**config.mk**
```make
export PLATFORM = sky130hd
export DESIGN_NAME = scan_capture
export DESIGN_NICKNAME = d
export VERILOG_FILES = /design/src/rtl/scan_capture.sv
export SDC_FILE = /design/constraint.sdc
export NUM_CORES = 1
export LEC_CHECK = 0
export BUFFER_PORTS_ARGS = -buffer_cell sky130_fd_sc_hd__buf_4
export CAP_MARGIN = 10
export CORE_UTILIZATION = 60
export DETAILED_ROUTE_END_ITERATION = 16
export GPL_TIMING_DRIVEN = 0
export PLACE_DENSITY = 0.84
export SLEW_MARGIN = 20
export SYNTH_ARGS = -nofsm -noshare
export SYNTH_HDL_FRONTEND = slang
export SYNTH_SLANG_ARGS = --single-unit
```
**constraint.sdc**
```tcl
create_clock -name clk -period 5.6 [get_ports clk]
set_clock_uncertainty 0.1 [all_clocks]
set_input_delay 1.12 -clock clk [delete_from_list [all_inputs] [get_ports clk]]
set_output_delay 1.12 -clock clk [all_outputs]
set_load 0.005 [all_outputs]
```
**src/rtl/scan_capture.sv**
```systemverilog
// Serial scan frame capture: requests a frame from an upstream serializer,
// shifts it in LSB first and hands the word to a valid/ready consumer.
module scan_capture #(
    parameter int WIDTH = 19,
    parameter bit AUTO  = 1'b0
) (
    input  logic             clk,
    input  logic             rst,
    input  logic             start,
    output logic             scan_en,
    input  logic             scan_in,
    output logic [WIDTH-1:0] data_out,
    output logic             data_valid,
    input  logic             data_ready,
    output logic             busy,
    output logic             overrun,
    input  logic             clear_ovr
);

    localparam int CNT_W = (WIDTH > 1) ? $clog2(WIDTH) : 1;
    localparam logic [CNT_W-1:0] LAST_BIT = CNT_W'(WIDTH - 1);

    typedef enum logic [1:0] {
        IDLE  = 2'd0,
        ARM   = 2'd1,
        SHIFT = 2'd2
    } state_t;

    state_t           state_reg, state_next;
    logic [CNT_W-1:0] cnt_reg, cnt_next;
    logic             scan_en_reg;
    logic [WIDTH-1:0] shift_reg, shift_next;
    logic [WIDTH-1:0] data_out_reg, data_out_next;
    logic             data_valid_reg, data_valid_next;
    logic             overrun_reg, overrun_next;
    logic             frame_done;

    assign frame_done = (state_reg == SHIFT) && (cnt_reg == LAST_BIT);

    always_comb begin
        state_next = state_reg;
        cnt_next   = cnt_reg;
        case (state_reg)
            IDLE: begin
                if (start || AUTO) begin
                    state_next = ARM;
                end
            end
            ARM: begin
                // upstream loads its frame on this edge; first bit arrives next
                state_next = SHIFT;
                cnt_next   = '0;
            end
            SHIFT: begin
                if (frame_done) begin
                    state_next = IDLE;
                end else begin
                    cnt_next = cnt_reg + CNT_W'(1);
                end
            end
            default: begin
                state_next = IDLE;
            end
        endcase
    end

    always_ff @(posedge clk or posedge rst) begin
        if (rst) begin
            state_reg   <= IDLE;
            cnt_reg     <= '0;
            scan_en_reg <= 1'b0;
        end else begin
            state_reg   <= state_next;
            cnt_reg     <= cnt_next;
            scan_en_reg <= (state_next != IDLE);
        end
    end

    // Each bit position takes scan_in only on its own slot; the completion
    // word is shift_next so the final bit lands without an extra cycle.
    genvar gi;
    generate
        for (gi = 0; gi < WIDTH; gi++) begin : g_bit
            assign shift_next[gi] = ((state_reg == SHIFT) && (cnt_reg == CNT_W'(gi)))
                                    ? scan_in : shift_reg[gi];
        end
    endgenerate

    always_ff @(posedge clk or posedge rst) begin
        if (rst) begin
            shift_reg <= '0;
        end else begin
            shift_reg <= shift_next;
        end
    end

    always_comb begin
        data_out_next   = data_out_reg;
        data_valid_next = data_valid_reg;
        overrun_next    = overrun_reg;
        if (frame_done) begin
            data_out_next   = shift_next;
            data_valid_next = 1'b1;
        end else if (data_valid_reg && data_ready) begin
            data_valid_next = 1'b0;
        end
        // a set on the same edge as clear_ovr must win
        if (frame_done && data_valid_reg && !data_ready) begin
            overrun_next = 1'b1;
        end else if (clear_ovr) begin
            overrun_next = 1'b0;
        end
    end

    always_ff @(posedge clk or posedge rst) begin
        if (rst) begin
            data_out_reg   <= '0;
            data_valid_reg <= 1'b0;
            overrun_reg    <= 1'b0;
        end else begin
            data_out_reg   <= data_out_next;
            data_valid_reg <= data_valid_next;
            overrun_reg    <= overrun_next;
        end
    end

    assign scan_en    = scan_en_reg;
    assign busy       = scan_en_reg;
    assign data_out   = data_out_reg;
    assign data_valid = data_valid_reg;
    assign overrun    = overrun_reg;

endmodule

```
==> impl_results.md, run 1 <==
- Status: complete, no violations
- Final HPWL DP: approximately 3000 um
- Clk_lat worst skew: about 0.37 ns
- Finish-stage setup viols: 0
- Postcts setup bufs: 0
- First-pass GRT wire length: between 6000 and 7000 um
- Final nets: between 200 and 250
- Syn_nets: 196
- Pin count of the biggest net entering global routing: 30
- Cell row count: 21
- Net Sw Power: ~370 uW
- Final hold viol count: 0
- Sequential area share after synthesis: 0.556
- Fin crit share: 0.400
- Sink Count: 47
- Core ar.: around 3400 sq um
- Clk buf depth: 2
- CTS tree: done
- Non-filler cells, final: 268
- Final min period: ~2.2 ns
- Mapped Cells: between 150 and 200
- H-Tree Level Count: 2
- Post-route ant nets: 0
- P_leak: about 0.0012 uW
- Clock share of power: 0.231
- Overall Global Routing Usage: 0.252
- Clk slew on worst S/H paths: 0.13 ns
- Unrepaired setup endpoints after global routing: false
- Critical path class: flip-flop to output port
- Post-placement setup slack: about 3.4 ns
- Die area: 3770 sq um
- CP Capture Type: output port
- Fmax: between 400 and 500 MHz
- Per-cell routed wire length: roughly 15 um
- Area grow syn2layout: 18.4%
- Max-cap violations: 0
- Initial Utilization: 0.629
- Port bufs: 28
- Final slew viol count: 0
- Initial antenna violation count: 0
- Placed instance count: 260
- Via/cell ratio: 5.69
- Post-place instance area: 2400 sq um
- Type of the most critical hold path: flip-flop to flip-flop
- Setup ws final: between 3 and 4 ns
- Final TNS setup: 0 ns
- Internal Pwr Total: around 710 uW
- Drt pass-1 iters: 4
- Root cell of the clock tree: clkbuf_4
- CP arrival: 1.02 ns
- Synth Cell Area: between 2000 and 2500 sq um
- Drt drc: 0
- Reg power frac: 0.439
- Clock buffer count from CTS: 5
- DR vias: roughly 1500
- Relative max-transition margin: 0.715
- PwrDens: ~430 nW/um^2
- GP Congestion: about 0.86
- Crit Path Max Fanout: 2
- CP Data Required Time: 4.38 ns
- Footprint of the multi-input gates: approximately 830 sq um
- Post-route design area: 2500 sq um
- Synth Register Bits: 47
- WL final: a little over 4000 um
- IO Pins: 29
- Vias in the first global route: ~1500
- CP startpoint kind: flip-flop
- Antenna cell count: 0
- Share of layout cells above drive strength 1: 0.261
- Iteration-0 DRC Markers: 96
- Fillcell total: about 240
- Comb power frac: 0.330
- GRT overflow: 0
- Worst-Margin Slew: 0.427 ns
- Post-Syn Area per Cell: roughly 11 sq um
- Die Y: between 60 and 70 um
- Die Width: around 61 um
- Resize count post-CTS: 0
- Synth Warn #: 0
- Net Sw Frac: 0.341
- Post-CTS Hold Buffers: 0
- Register area: between 1000 and 1500 sq um
- Largest register FFs: 19
- Synth unique cells: 30
- VDD IR max: 295 uV
- Total power: roughly 1100 uW
-- per-layer routing --
metal / vias to the layer above / track usage / wire length [um]
met5: - / 0 / 0
met4: 0 / 0.140 / 153
met3: 20 / 0.0693 / 201
met2: 52 / 0.432 / 2080
met1: 731 / 0.286 / 1660
li1: 721 / - / -
-- worst max-delay path: stages (launching register included) --
cell     delay (ns)
dfrtp_1        0.40
buf_4          0.13
buf_4          0.12
-- cell families after synthesis --
logic type | Yosys count | synth area share
muxes | 16 | 0.0846
adders and majority gates | 5 | 0.0296
AOI/OAI and AO/OA | 44 | 0.129
buffers and inverters | 23 | 0.0521
and+or+nand+nor | 49 | 0.144
xor gates and xnor gates | 1 | 0.00414
DFF | 47 | 0.556
-- cell type report --
type	count	share of cell area
Sequential cell	47	0.470
Inverter	12	0.0180
Clock buffer	6	0.0165
Multi-Input combinational cell	115	0.331
Buffer	11	0.0260
Timing Repair Buffer	29	0.0920
Tap cell	46	0.0230
Clock inverter	2	0.0240
-- through the flow --
step	util	hold WS, ns
final	0.744	0.401
after global routing	0.744	0.423
after CTS	0.744	0.409
after detailed placement	0.714	0.375
after global placement	0.708	0.372
after floorplan	-	0.351
-- cells in the mapped netlist --
cell type / instances / area [sq um]
nand3_1: 7 / 35.0
xor2_1: 1 / 8.76
o311ai_1: 1 / 8.76
o21ai_0: 27 / 135
nor2_2: 1 / 6.26
mux2i_1: 7 / 70.1
o22ai_2: 1 / 12.5
and3_1: 1 / 6.26
ha_1: 5 / 62.6
nand2_1: 20 / 75.1
or2_1: 1 / 6.26
nor2_1: 1 / 3.75
mux2_4: 2 / 30.0
o21ai_1: 4 / 20.0
and2b_2: 1 / 8.76
nor3b_1: 1 / 7.51
mux2_2: 7 / 78.8
nand4_4: 1 / 21.3
nand2b_1: 5 / 31.3
dfrtp_1: 47 / 1180
nand4bb_1: 5 / 56.3
inv_1: 12 / 45.0
nand3b_4: 1 / 20.0
buf_2: 4 / 20.0
nand4_1: 2 / 12.5
buf_4: 1 / 7.51
o2bb2ai_1: 11 / 96.3
clkbuf_1: 4 / 15.0
buf_6: 2 / 22.5
nand3b_1: 2 / 15.0
-- layout by cell type (no fill, tap or decap), drive strengths merged --
cell,count
nand4bb,5
nor2,2
nand2b,5
o311ai,1
buf,36
o21ai,31
nand3b,3
xor2,1
nand4,3
nor3b,1
or2,1
dfrtp,47
clkbuf,10
nand2,20
bufinv,2
ha,5
and3,1
mux2,9
o22ai,1
o2bb2ai,11
and2b,1
inv,12
nand3,7
mux2i,7
-- power groups by stage --
stage	logic [uW]	clock network (uW)	registers, uW
finish	354	248	471
global placement	329	0	472
detailed placement	351	0	478
CTS	355	250	471
global route	395	262	483
floorplan	247	0	466
-- worst paths after layout --
kind | start | to | slack (ns) | cells past startpoint
min reg2reg | data_out[5] | data_out[5] | 0.40 | 1
min in group asynchronous | rst | data_out[15] | 0.63 | 2
max | busy | scan_en | 3.36 | 2
max reg2reg | cnt_reg[0] | data_out[15] | 3.59 | 6
min | data_out[5] | data_out[5] | 0.40 | 1
max in group asynchronous | rst | shift_reg[7] | 4.29 | 3
(Power assumes the default switching activity.)
==> run 2, diff against run 1 <==
Settings changed: ABC_AREA from default to 1, CORE_UTILIZATION 60 to 51, PLACE_DENSITY 0.84 to 0.75.
Clock period 5.6 ns to 1.81 ns, I/O delays scaled along.
==> run 2 against run 1 <==
Clock power grew to 3.2 times the previous value. Combinational power increased to 3.3 times the previous value. Area after synthesis increased by 8.2%. Sequential share of layout area fell by 3.7 points. Count of clock-buffer cells in the layout did not move. Die area up 26%. Sequential cell count unchanged. First-iteration DRC count rose by 32%.
==> impl_results.md, run 2 <==
- Register-to-register setup slack: around 0.14 ns
- CP Capture Type: flip-flop
- Crit Path Max Fanout: 10
- Post-route ant nets: 0
- Core ar.: between 4000 and 5000 sq um
- Antenna cell count: 0
- Clk slew on worst S/H paths: around 0.080 ns
- Mapped Cells: ~270
- Per-cell routed wire length: between 10 and 15 um
- Post-route design area: 2720 sq um
- Post-placement setup slack: between 0.1 and 0.15 ns
- CP startpoint kind: flip-flop
- Setup ws final: between 0.1 and 0.15 ns
- Port bufs: 28
- Final hold viol count: 0
- Fin crit share: 0.923
- Unrepaired setup endpoints after global routing: false
- Dominant synthesized flop cell: dfrtp_1
- Finish-stage setup viols: 0
- Critical path class: flip-flop to flip-flop
- EDFF count, synth: 0
- Crit path largest cell delay: about 0.45 ns
- Synth unique cells: 24
- Type of the most critical hold path: input pin to flip-flop
- Final nets: around 320
- Status: complete, no violations
- Placed instance count: about 350
- Clk buf depth: 2
- Sequential area share after synthesis: 0.514
- Final TNS setup: 0 ns
- Post-place instance area: approximately 2600 sq um
- Finished Core Util: 0.655
- Post-Syn Area per Cell: around 8.5 sq um
- Reg power frac: 0.418
- Die Width: around 69 um
- Top cells by count, synth: 72 x nand2_1, 55 x nand3_1, 47 x dfrtp_1
- Clock share of power: 0.232
- Drt drc: 0
- Top-count cell post-synth: nand2_1
- Synth Register Bits: between 40 and 50
- Root cell of the clock tree: clkbuf_8
- Ranking of synthesized cells by area: dfrtp_1 51%, nand3_1 12%, nand2_1 12%
- Final min period: roughly 1.7 ns
- GRT overflow: 0
- Relative max-transition margin: 0.686
- Fillcell total: 381
- Clock buffer count from CTS: 5
- CP max stage cell: dfrtp_1
- Synth Cell Area: ~2300 sq um
- CP arrival: roughly 1.8 ns
- Die area: between 4000 and 5000 sq um
- VDD IR max: ~760 uV
- Worst-Margin Slew: 0.471 ns
- Final slew viol count: 0
- Synth Warn #: 0
- Initial Utilization: 0.552
- Final HPWL DP: 3260 um
- GRT Max-Usage Layer: met2
- Most frequent cells in the layout: 72 x nand2_1, 55 x nand3_1, 47 x dfrtp_1
- Met1 Resource Use GR: 0.299
- Non-filler cells, final: between 300 and 400
- Sink Count: 47
- DR vias: ~1800
- H-Tree Level Count: 2
- Drt pass-1 iters: 4
- GP Congestion: between 0.8 and 0.9
- Fmax: between 500 and 600 MHz
- Comb power frac: 0.350
- Largest register FFs: 19
- Die Y: between 60 and 70 um
- Net Sw Frac: 0.350
- CP Data Required Time: roughly 2.0 ns
- Via/cell ratio: roughly 5
- Top-area cell type share of the netlist area: 0.514
- Max-cap violations: 0
- P_leak: around 0.0013 uW
- Internal Pwr Total: between 2000 and 2500 uW
- PwrDens: between 1000 and 1500 nW/um^2
- Share of layout cells above drive strength 1: 0.186
- CTS tree: done
- Postcts setup bufs: 0
- Cell taking the most area after synthesis: dfrtp_1
- Clk_lat worst skew: approximately 0.29 ns
- WL final: ~4500 um
- Async SR Flop Fraction: 1.00
- GR Util met3: 0.0543
- CP cell instances: inv_1, ha_1, nand3_4, nor2_8, buf_6, nand3_1, nand2_1
- Syn_nets: 279
- Overall Global Routing Usage: 0.218
- Vias in the first global route: ~1600
- Net Sw Power: ~1200 uW
- IO Pins: 29
- Iteration-0 DRC Markers: around 130
- Commonest non-fill, non-tap cell in the layout: nand2_1
- Cell row count: 23
- Met2 Use GR: 0.335
- Initial antenna violation count: 0
- Pin count of the biggest net entering global routing: 32
- First-pass GRT wire length: 7470 um
- Area grow syn2layout: 18.7%
run 2: logic make-up after synthesis:
family	count (synthesis)	share of synthesized area
buffers and inverters	42	0.0826
AND/OR/NAND/NOR	163	0.346
XOR/XNOR	2	0.00766
flip-flops	47	0.514
AO/OA/AOI/OAI	9	0.0224
adder cells (fa/ha/maj)	5	0.0274
run 2: layout make-up:
class                           count  area [sq um]  share of cell area
Sequential cell                    47          1180               0.433
Multi-Input combinational cell    179           930               0.342
Timing Repair Buffer               30           240              0.0885
Inverter                           32           120              0.0442
Clock buffer                        6          82.6              0.0304
Buffer                             10          68.8              0.0253
Tap cell                           50          62.6              0.0230
Clock inverter                      2          35.0              0.0129
run 2: timing repair:
| item | 4_1_cts | 5_1_grt |
|---|---|---|
| gates resized for setup | 0 | 3 |
| hold buffers | 1 | 0 |
| setup endpoints to repair | 0 | 11 |
| hold endpoints to repair | 16 | 0 |
run 2: layer usage:
metal,vias to the layer above,wire [um]
met4,0,44
met1,844,2110
met3,4,246
met2,46,2060
li1,919,-
met5,-,0
run 2: power by group through the flow:
stage                     clock network [uW]  logic [uW]  registers, uW
after floorplan                            0         871           1410
after global placement                     0        1130           1420
after detailed placement                   0        1150           1430
after CTS                                812        1170           1410
after global routing                     855        1350           1440
final                                    784        1180           1410
run 2: final timing paths:
check	depth (start not counted)	end	start
min reg2reg	2	data_out[2]	data_out[2]
max reg2reg	7	data_out[3]	cnt_reg[0]
min in group asynchronous	3	shift_reg[1]	rst
max	7	data_out[3]	cnt_reg[0]
max in group asynchronous	4	shift_reg[12]	rst
min	2	overrun	clear_ovr
run 2: through the flow:
stage          hold WS (ns)  power [uW]
2_1_floorplan         0.364        2280
3_3_place_gp          0.364        2550
3_5_place_dp          0.274        2590
4_1_cts               0.139        3390
5_1_grt               0.130        3650
6_report              0.151        3380
run 2: critical path, delay by kind of cell (launching register included):
kind	cells	cell delay, ns
buffers and inverters	2	0.28
AND/OR/NAND/NOR	4	0.50
adder cells (fa/ha/maj)	1	0.28
flip-flops	1	0.45
==> run 3, diff against run 2 <==
Settings changed: BUFFER_PORTS_ARGS -buffer_cell sky130_fd_sc_hd__buf_4 to default, CORE_UTILIZATION 51 to 62, DONT_BUFFER_PORTS from default to 1, PLACE_DENSITY 0.75 to 0.79.
Clock period 1.81 ns to 1.6 ns, I/O delays scaled along.
==> run 3 against run 2 <==
Global-route usage rose by 4.9 points. Worst hold slack got worse by 0.13 ns. Clock power shrank 12%. Register-to-register slack worse by 0.07 ns. Final cell count fell by 8.1%. Maximum frequency increased by 9.3%. Via count decreased by 3.5%. First-iteration DRC count shrank 42%. Routed wire length grew 3.3%. Utilization is 9.0 points higher. Critical path depth down 1. Die area down 17%. Critical endpoint is now shift_reg[4]. Largest power group unchanged. Highest routed layer unchanged.
==> impl_results.md, run 3 (synthesized netlist as in run 2, its figures left out) <==
- Final slew viol count: 0
- Via/cell ratio: 5.35
- Crit Path Max Fanout: 4
- Per-cell routed wire length: roughly 14 um
- H-Tree Level Count: 2
- Fillcell total: about 270
- Final min period: roughly 1.5 ns
- Reg2Reg Launch Point: cnt_reg[1]
- CP startpoint kind: flip-flop
- Die area: 3940 sq um
- GRT overflow: 0
- Crit path largest cell delay: around 0.46 ns
- Antenna cell count: 0
- Reg-to-reg endpoint: shift_reg[4]
- Initial Utilization: 0.664
- Crit path launch: cnt_reg[1]
- Final HPWL DP: roughly 3200 um
- Total power: 3710 uW
- CP arrival: approximately 1.6 ns
- DR vias: roughly 1700
- CP Data Required Time: between 1.5 and 2 ns
- Post-route ant nets: 0
- Initial antenna violation count: 0
- Worst-Margin Slew: between 0.5 and 0.6 ns
- Largest register FFs: 19
- Cell row count: 21
- CP Capture Type: flip-flop
- Port bufs: 0
- GP Congestion: between 0.9 and 1
- Type of the most critical hold path: input pin to flip-flop
- Iteration-0 DRC Markers: 74
- Most frequent cells in the layout: 71 x nand2_1, 55 x nand3_1, 45 x dfrtp_1
- Status: complete, no violations
- Critical path class: flip-flop to flip-flop
- Finish-stage setup viols: 0
- Die Width: approximately 63 um
- Core ar.: ~3400 sq um
- Area grow syn2layout: 12.2%
- Register area: ~1200 sq um
- Clock buffer count from CTS: 5
- CP cell instances: inv_1, ha_1, nand2_1, nor2_4, nand3_1, and2_1
- First-pass GRT wire length: between 8000 and 9000 um
- Relative max-transition margin: 0.632
- Drt drc: 0
- Final hold viol count: 0
- WL final: ~4600 um
- Depth of the most critical reg-to-reg path: 6
- Share of layout cells above drive strength 1: 0.149
- Min-Delay Startpoint: clear_ovr
- CP max stage cell: dfrtp_2
- Root cell of the clock tree: clkbuf_8
- Overall Global Routing Usage: 0.268
- Unrepaired setup endpoints after global routing: true
- Drt pass-1 iters: 4
- Clk_lat worst skew: 0.30 ns
- Commonest non-fill, non-tap cell in the layout: nand2_1
- Footprint of the multi-input gates: ~990 sq um
- Final TNS setup: 0 ns
- Register-to-register setup slack: around 0.07 ns
- Clk buf depth: 2
- PwrDens: ~1400 nW/um^2
- IO Pins: 29
- Die Y: around 63 um
- Clk slew on worst S/H paths: around 0.080 ns
- P_leak: 0.00122 uW
- Min Hold Slack: 0.0254 ns
- CTS tree: done
- VDD IR max: about 820 uV
- CP endpoint: shift_reg[4]
- Fin crit share: 0.955
- Final nets: roughly 290
- Max-cap violations: 0
- Fmax: between 600 and 700 MHz
- Vias in the first global route: ~1800
- Sink Count: between 40 and 50
- Pin count of the biggest net entering global routing: 25
[run 3: cell type report]
cell class / count / area share
flip-flops and latches: 47 / 0.459
clock buffers: 7 / 0.0297
well taps: 46 / 0.0224
plain buffers: 10 / 0.0312
clock inverters: 1 / 0.00195
multi-input cells: 179 / 0.385
repair buffers: 5 / 0.0234
inverters: 32 / 0.0468
[run 3: how the worst min path moves through the flow]
stage,cells past startpoint,slack (ns),to
after floorplan,1,0.33,overrun
after global placement,1,0.33,overrun
after detailed placement,1,0.18,shift_reg[5]
after CTS,1,0.02,overrun
after global routing,1,0.03,overrun
final,1,0.03,overrun
[run 3: critical path, delay by kind of cell (launching register included)]
| family | cells | cell delay, ns |
|---|---|---|
| fa+ha+maj | 1 | 0.20 |
| simple gates | 4 | 0.56 |
| flops | 1 | 0.46 |
| buf+inv | 1 | 0.11 |
[run 3: metrics by stage]
stage	util	setup slack, ns	cell area [sq um]	std cells
3_5_place_dp	0.689	-0.0790	2370	315
4_1_cts	0.722	-0.0276	2480	326
6_report	0.746	0.0714	2570	327
5_1_grt	0.746	-0.0120	2570	327
2_1_floorplan	-	0.0639	2290	268
3_3_place_gp	0.681	-0.406	2340	314
[run 3: what timing repair did]
action / CTS / global route
buffers inserted: 2 / 1
pin swaps: 1 / 0
endpoints found under the hold margin: 23 / 0
resized for setup: 2 / 25
endpoints found under the setup margin: 24 / 37
hold buffers: 1 / 0
[run 3: routing by layer]
metal | track usage | vias to the layer above | part of all wire
met4 | 0.0843 | 0 | 0.011
li1 | - | 866 | -
met5 | 0 | - | 0
met1 | 0.349 | 828 | 0.47
met2 | 0.439 | 47 | 0.48
met3 | 0.0675 | 8 | 0.044
[run 3: report_power, final]
part | internal [uW] | switching, uW
logic | 512 | 893
registers | 1460 | 154
clock network | 307 | 382
